`src/rtl/restoring_div_16x8_spst.sv`:
```
// 16/8 unsigned restoring divider, one quotient bit per cycle, valid/ready on both sides.
// Zero divisor or zero dividend skips the iteration and produces a result on the accept edge.
module restoring_div_16x8_spst (
  input  logic        clk,
  input  logic        rst,
  input  logic        s_valid,
  output logic        s_ready,
  input  logic [15:0] s_dividend,
  input  logic [7:0]  s_divisor,
  output logic        m_valid,
  input  logic        m_ready,
  output logic [15:0] m_quotient,
  output logic [7:0]  m_remainder,
  output logic        m_div_by_zero
);

  typedef enum logic [1:0] {
    IDLE = 2'd0,
    CALC = 2'd1,
    DONE = 2'd2
  } state_t;

  state_t      r_state;
  state_t      w_state_nxt;

  logic [8:0]  r_rem;
  logic [15:0] r_q;
  logic [4:0]  r_cnt;
  logic [7:0]  r_div;
  logic [15:0] r_mq;
  logic [7:0]  r_mr;
  logic        r_dbz;

  logic        w_accept;
  logic        w_skip;
  logic        w_last;
  logic [9:0]  w_shift;
  logic [9:0]  w_diff;
  logic        w_ge;
  logic [8:0]  w_rem_nxt;
  logic [15:0] w_q_nxt;

  assign s_ready       = (r_state == IDLE) && !rst;
  assign m_valid       = (r_state == DONE);
  assign m_quotient    = r_mq;
  assign m_remainder   = r_mr;
  assign m_div_by_zero = r_dbz;

  assign w_accept = s_valid && s_ready;
  assign w_skip   = (s_divisor == 8'd0) || (s_dividend == 16'd0);
  assign w_last   = (r_cnt == 5'd15);

  // Extra borrow bit: a negative trial difference shows up in w_diff[9].
  assign w_shift   = {r_rem, r_q[15]};
  assign w_diff    = w_shift - {2'b00, r_div};
  assign w_ge      = ~w_diff[9];
  assign w_rem_nxt = w_ge ? w_diff[8:0] : w_shift[8:0];
  assign w_q_nxt   = {r_q[14:0], w_ge};

  always_ff @(posedge clk or posedge rst) begin
    if (rst) begin
      r_state <= IDLE;
    end else begin
      r_state <= w_state_nxt;
    end
  end

  always_comb begin
    w_state_nxt = r_state;
    case (r_state)
      IDLE: if (w_accept) w_state_nxt = w_skip ? DONE : CALC;
      CALC: if (w_last)   w_state_nxt = DONE;
      DONE: if (m_ready)  w_state_nxt = IDLE;
      default:            w_state_nxt = IDLE;
    endcase
  end

  always_ff @(posedge clk or posedge rst) begin
    if (rst) begin
      r_rem <= '0;
      r_q   <= '0;
      r_cnt <= '0;
      r_div <= '0;
      r_mq  <= '0;
      r_mr  <= '0;
      r_dbz <= 1'b0;
    end else begin
      case (r_state)
        IDLE: begin
          if (w_accept) begin
            if (s_divisor == 8'd0) begin
              r_mq  <= '1;
              r_mr  <= s_dividend[7:0];
              r_dbz <= 1'b1;
            end else if (s_dividend == 16'd0) begin
              r_mq  <= '0;
              r_mr  <= '0;
              r_dbz <= 1'b0;
            end else begin
              r_rem <= '0;
              r_q   <= s_dividend;
              r_cnt <= '0;
              r_div <= s_divisor;
            end
          end
        end
        CALC: begin
          r_rem <= w_rem_nxt;
          r_q   <= w_q_nxt;
          r_cnt <= r_cnt + 5'd1;
          if (w_last) begin
            r_mq  <= w_q_nxt;
            r_mr  <= w_rem_nxt[7:0];
            r_dbz <= 1'b0;
          end
        end
        default: ;
      endcase
    end
  end

endmodule

```
`config.mk`:
```
export PLATFORM = sky130hd
export DESIGN_NAME = restoring_div_16x8_spst
export DESIGN_NICKNAME = d
export VERILOG_FILES = /design/src/rtl/restoring_div_16x8_spst.sv
export SDC_FILE = /design/constraint.sdc
export NUM_CORES = 1
export LEC_CHECK = 0
export ABC_AREA = 1
export ABC_CLOCK_PERIOD_IN_PS = 2700
export BUFFER_PORTS_ARGS = -buffer_cell sky130_fd_sc_hd__buf_2
export CAP_MARGIN = 20
export CORE_MARGIN = 2
export CORE_UTILIZATION = 57
export DETAILED_ROUTE_END_ITERATION = 7
export GPL_TIMING_DRIVEN = 1
export PLACE_DENSITY = 0.9
export SETUP_SLACK_MARGIN = 0.4
export SKIP_LAST_GASP = 1
export SLEW_MARGIN = 20
export SYNTH_ARGS = -nofsm -noshare
export SYNTH_HDL_FRONTEND = slang
export SYNTH_SLANG_ARGS = --single-unit
```
`constraint.sdc`:
```
create_clock -name clk -period 2.7 [get_ports clk]
set_input_delay 0.405 -clock clk [delete_from_list [all_inputs] [get_ports clk]]
set_output_delay 0.405 -clock clk [all_outputs]
set_load 0.03 [all_outputs]
```
* Yosys cells after proc, flatten, opt, wreduce, memory -nomap -nowiden
Index checks and enable logic that the tools add are counted.
Storage, ports and cells: bits in registers 65, bits of input ports 28, output and inout bits 27, word-level logic and storage cells 67
Operators by class: add/sub/neg operators 2, equality and inequality tests 9, muxes and demuxes 33, bitwise gates (word level) 3, reductions and logical operators 12
Operator list (count):
- 16-bit 2-to-1 mux | 7
- 16-bit one-hot mux with 2 select lines | 2
- 9-bit 2-to-1 mux | 4
- 8-bit 2-to-1 mux | 4
- 9-bit one-hot mux with 2 select lines | 1
- 16-bit logical NOT | 1
- 8-bit one-hot mux with 2 select lines | 1
- 5-bit 2-to-1 mux | 3
- 4-bit AND reduction | 3
- 5-bit one-hot mux with 2 select lines | 1
- 10-bit by 8-bit subtractor with 10-bit output | 1
- 8-bit logical NOT | 1
- 2-bit 2-to-1 mux | 4
- 2-bit inequality test, second input constant | 4
- 2-bit one-hot mux with 3 select lines | 1
- 5-bit by 1-bit adder with 5-bit output, second input constant | 1
- 5-bit by 4-bit == test with 1-bit output, second input constant | 1
- 1-bit 2-to-1 mux | 4
- 3-bit by 1-bit inequality test with 1-bit output, second input constant | 1
- 1-bit NOT | 3
- 3-bit AND reduction | 1
- 2-bit by 1-bit == test with 1-bit output, second input constant | 1
- 2-bit == test, second input constant | 1
- 1-bit logical AND | 2
- other kinds (6) | 6

* Longest topological paths before layout
depth after elaboration 5, gate-level depth with buffers 14

* Least setup slack after synthesis
OpenSTA, ideal clock, no wires.
path type register -> register, start point register r_state[1], end point register r_mq[0], in the netlist m_quotient[0], library setup time 0.080 ns, arrival time 1.765 ns, path slack 0.855 ns, stages on the path, launching flop included 11, path buffers 1, clock period less this slack 1.845 ns, cells stage by stage dfrtp_1 > nor3_2 > nand2_1 > nand2_1 > o21ai_1 > nor2_1 > nand2_2 > inv_4 > nand2_4 > buf_6 > o211ai_2
Between the ends: cells in the longest elaborated chain, start to end 5
RTL lines:
- start: declaration | RTL line 23 | state_t r_state;
- start signal: assignment | RTL line 64 | r_state <= w_state_nxt;
- 2-bit logical NOT | RTL line 43 | assign s_ready = (r_state == IDLE) && !rst;
- 1-bit logical AND | RTL line 43
- named net s_ready | RTL line 7 | output logic s_ready,
- 1-bit logical AND | RTL line 49 | assign w_accept = s_valid && s_ready;
- 2-bit inequality test (no source line)
- 4-bit AND reduction (no source line)
- end signal: assignment | RTL line 112 | r_mq <= w_q_nxt;
- end: declaration | RTL line 30 | logic [15:0] r_mq;
The timed path passes the listed nets, and every way through them passes these cells. A chain may end at the register's enable or synchronous reset.

* Worst setup path after layout
start point register r_rem[1], end point register r_mr[2], in the netlist m_remainder[2]
Between the ends: cells in the longest elaborated chain, start to end 4
RTL lines:
- start: declaration | RTL line 26 | logic [8:0] r_rem;
- start signal: assignment | RTL line 108 | r_rem <= w_rem_nxt;
- 10-bit by 8-bit subtractor with 10-bit output | RTL line 55 | assign w_diff = w_shift - {2'b00, r_div};
- 9-bit 2-to-1 mux * | RTL line 57 | assign w_rem_nxt = w_ge ? w_diff[8:0] : w_shift[8:0];
- 8-bit 2-to-1 mux * | RTL line 111 | if (w_last) begin
- 8-bit one-hot mux with 2 select lines * | RTL line 88 | case (r_state)
- end signal: assignment | RTL line 93 | r_mr <= s_dividend[7:0];
- end signal: assignment | RTL line 113 | r_mr <= w_rem_nxt[7:0];
- end: declaration | RTL line 31 | logic [7:0] r_mr;
Every way passes the cells marked *; elsewhere a longest branch is shown, timed or not. The select of a mux whose other input is x is not followed.

==> impl_metrics.py <==
metrics = {
    "clock_tree": {
        "cts_buffer_depth": 2,
        "cts.sinks": 65,
        "cts_max_level": 3,
        "cts_tree": "yes",
        "clock_latency_ns": 0.34,
        "cts-hold-fix-buffers": 0,
        "root_buffer": "clkbuf_8",
        "clk_pin_slew_ns": 0.07,
        "cts_buffers": 9,
        "cts_setup_buffers": 0,
        "cts_resized": 0,
    },
    "yosys": {
        "synth_xor_area_share_pct": 1.21,
        "yosys.area.top_type_share_pct": 44.9,
        "synth_area_leaders": "dfrtp_1 (45%), nand2_1 (15%), inv_1 (6.9%)",
        "synth.distinct_cells": 33,
        "netlist_instances": 475,
        "yosys_warnings": 0,
        "synth_top_family_by_area": "simple AND/OR/NAND/NOR gates",
        "syn_nets": 514,
        "syn_avg_cell_area_um2": 7.63,
        "synth-seq-cells": 65,
        "synth_simple_gate_area_share_pct": 29.4,
        "syn-cell-area_mm2": 0.00362,
        "synth_fa_ha_area_share_pct": 4.00,
        "synth_top_area_cell": "dfrtp_1",
        "seq_area_frac_synth_pct": 44.9,
        "synth.mux.area_fraction_pct": 0,
        "synth_compound_gate_area_share_pct": 10.9,
    },
    "finish": {
        "diodes": 0,
        "final_common_cell": "nand2_1",
        "final_cell_mix": "nand2_1 (142), inv_1 (66), dfrtp_1 (65)",
        "nets": 567,
        "drive_above_1_share_pct": 18.8,
        "syn2layout_area_growth_pct": 14.8,
    },
    "placement": {
        "place.gp.congestion": 0.852,
        "dp_hpwl_um": 6090,
        "io_buffers": 54,
    },
    "global_routing": {
        "grt_pass1_vias": 3102,
        "antenna_found_initial": 0,
        "grt_max_degree": 66,
        "grt-ovfl-total": 0,
        "grt_use_total_pct": 25.4,
        "grt_pass1_wl_um": 14300,
    },
    "die": {
        "chipWidth_um": 83.7,
        "rows": 29,
        "die_y_um": 83.7,
        "die_area_mm2": 0.00701,
        "ios": 55,
        "initial_core_util_pct": 58.1,
        "core_area_mm2": 0.00624,
    },
    "worst_setup_path": {
        "worst-setup-path-type": "reg2reg",
        "arrival_ns": 2.40,
        "required_ns": 2.96,
        "endpoint_kind": "flop",
        "startpoint_type": "flop",
        "crit_fanout": 9,
    },
    "drt": {
        "drt_iter0_markers": 331,
        "vias": 3360,
        "viasPerCell": 5.51,
        "postRouteAntennaNets": 0,
        "wl_um": 8560,
        "first_pass_iters": 5,
        "wl_per_cell_um": 14.0,
        "drcViolationCount": 0,
    },
    "sta": {
        "rsz0062_at_grt": "no",
        "tns_ns": 0,
        "hold_viol": 0,
        "holdWs_ns": 0.143,
        "tightest_slew_ns": 0.523,
        "setup_viol": 0,
        "skew_ns": 0.00821,
        "slew_viol_final": 0,
        "fin_crit_sh_pct": 79.3,
        "fin_crit_ns": 2.14,
        "slew-limit-headroom_pct": 65.0,
        "fmax_mhz": 467,
    },
    "worst_hold_path": {
        "hp-class": "in2async",
    },
    "run": {
        "max_cap_violations": 0,
    },
    "pwr": {
        "pwr_density_cell_mw_per_mm2": 1360,
        "leakagePower_nw": 2.34,
        "irDropWorstVdd_uv": 793,
    },
    "run_status": {
        "status": "complete, no violations",
    },
}
-- stage by stage --
step	cell area (µm²)	power (mW)	setup WS, ns	util, %	cells
after floorplan	3620	4.09	0.669	-	475
after global placement	3960	4.70	0.579	63.4	594
after detailed placement	3960	4.82	0.396	63.4	594
after CTS	4130	5.59	0.524	66.1	610
after global routing	4160	6.15	0.408	66.7	610
final	4160	5.67	0.560	66.7	610
-- power by group --
| part | switching, mW | internal, mW | total (mW) |
|---|---|---|---|
| sequential | 0.297 | 1.42 | 1.71 |
| combinational | 2.17 | 1.07 | 3.24 |
| clock | 0.386 | 0.336 | 0.721 |
-- flip-flops by register name, indices dropped and copies added (netlist names) --
register	count
r_cnt	5
r_rem	9
r_q	16
r_state	2
r_div	8
m_remainder	8
m_div_by_zero	1
m_quotient	16
-- path summary, 6_finish.rpt --
| check | from | end | slack [ns] | cells past startpoint |
|---|---|---|---|---|
| setup / recovery | r_rem[1] | m_remainder[2] | 0.56 | 12 |
| hold / removal | rst | r_q[5] | 0.14 | 3 |
| setup reg to reg | r_rem[1] | m_remainder[2] | 0.56 | 12 |
| hold reg to reg | r_q[2] | r_q[2] | 0.48 | 2 |
| max in group asynchronous | rst | m_remainder[2] | 2.30 | 3 |
| min in group clk | s_divisor[2] | r_div[2] | 0.32 | 3 |
-- metal layers --
layer / vias to the layer above / track usage, % / wire [µm]
li1: 1632 / - / -
met4: 0 / 8.50 / 206
met3: 21 / 6.43 / 610
met1: 1544 / 34.4 / 3670
met2: 163 / 40.1 / 4070
met5: - / 0 / 0
-- critical path, stage by stage (launching register included) --
cell	delay (ns)
dfrtp_1	0.41
ha_1	0.38
nand2_1	0.13
nand2_1	0.09
nand2_1	0.07
nand2_1	0.05
nand2_1	0.13
nand3_1	0.15
nand2_4	0.15
nand2_2	0.14
nand2_1	0.09
nand3_1	0.09
a21oi_1	0.18
-- Yosys cell counts --
cell	instances
nand2_2	5
xnor2_1	2
nor3_1	9
a21boi_1	1
nand3b_1	2
o211ai_1	8
xor2_1	3
ha_1	10
nand2_4	1
nor2_1	33
buf_6	1
nor3_2	1
buf_2	8
nor2_4	1
o211ai_2	9
nand4_2	1
nor4_1	2
o21ai_1	1
o21ai_0	28
or2_2	1
a22o_1	1
nand4_1	6
clkbuf_1	6
dfrtp_1	65
fa_1	1
inv_4	1
buf_4	1
a21oi_1	12
nand3_1	43
inv_1	67
inv_2	2
nand2_1	142
buf_1	1
-- kinds of logic after synthesis --
group                    Yosys count
AND/OR/NAND/NOR                  247
buffers and inverters             87
flip-flops                        65
AO/OA/AOI/OAI                     60
adder cells (fa/ha/maj)           11
XOR/XNOR                           5
-- layout make-up --
class / count / area (µm²)
clock inverters: 6 / 43.8
flip-flops and latches: 65 / 1630
well taps: 77 / 96.3
inverters: 70 / 265
repair buffers: 59 / 324
clock buffers: 10 / 128
multi-input cells: 323 / 1680
fillers: 500 / 2080
Note: power is estimated with default switching activity, not from simulation.
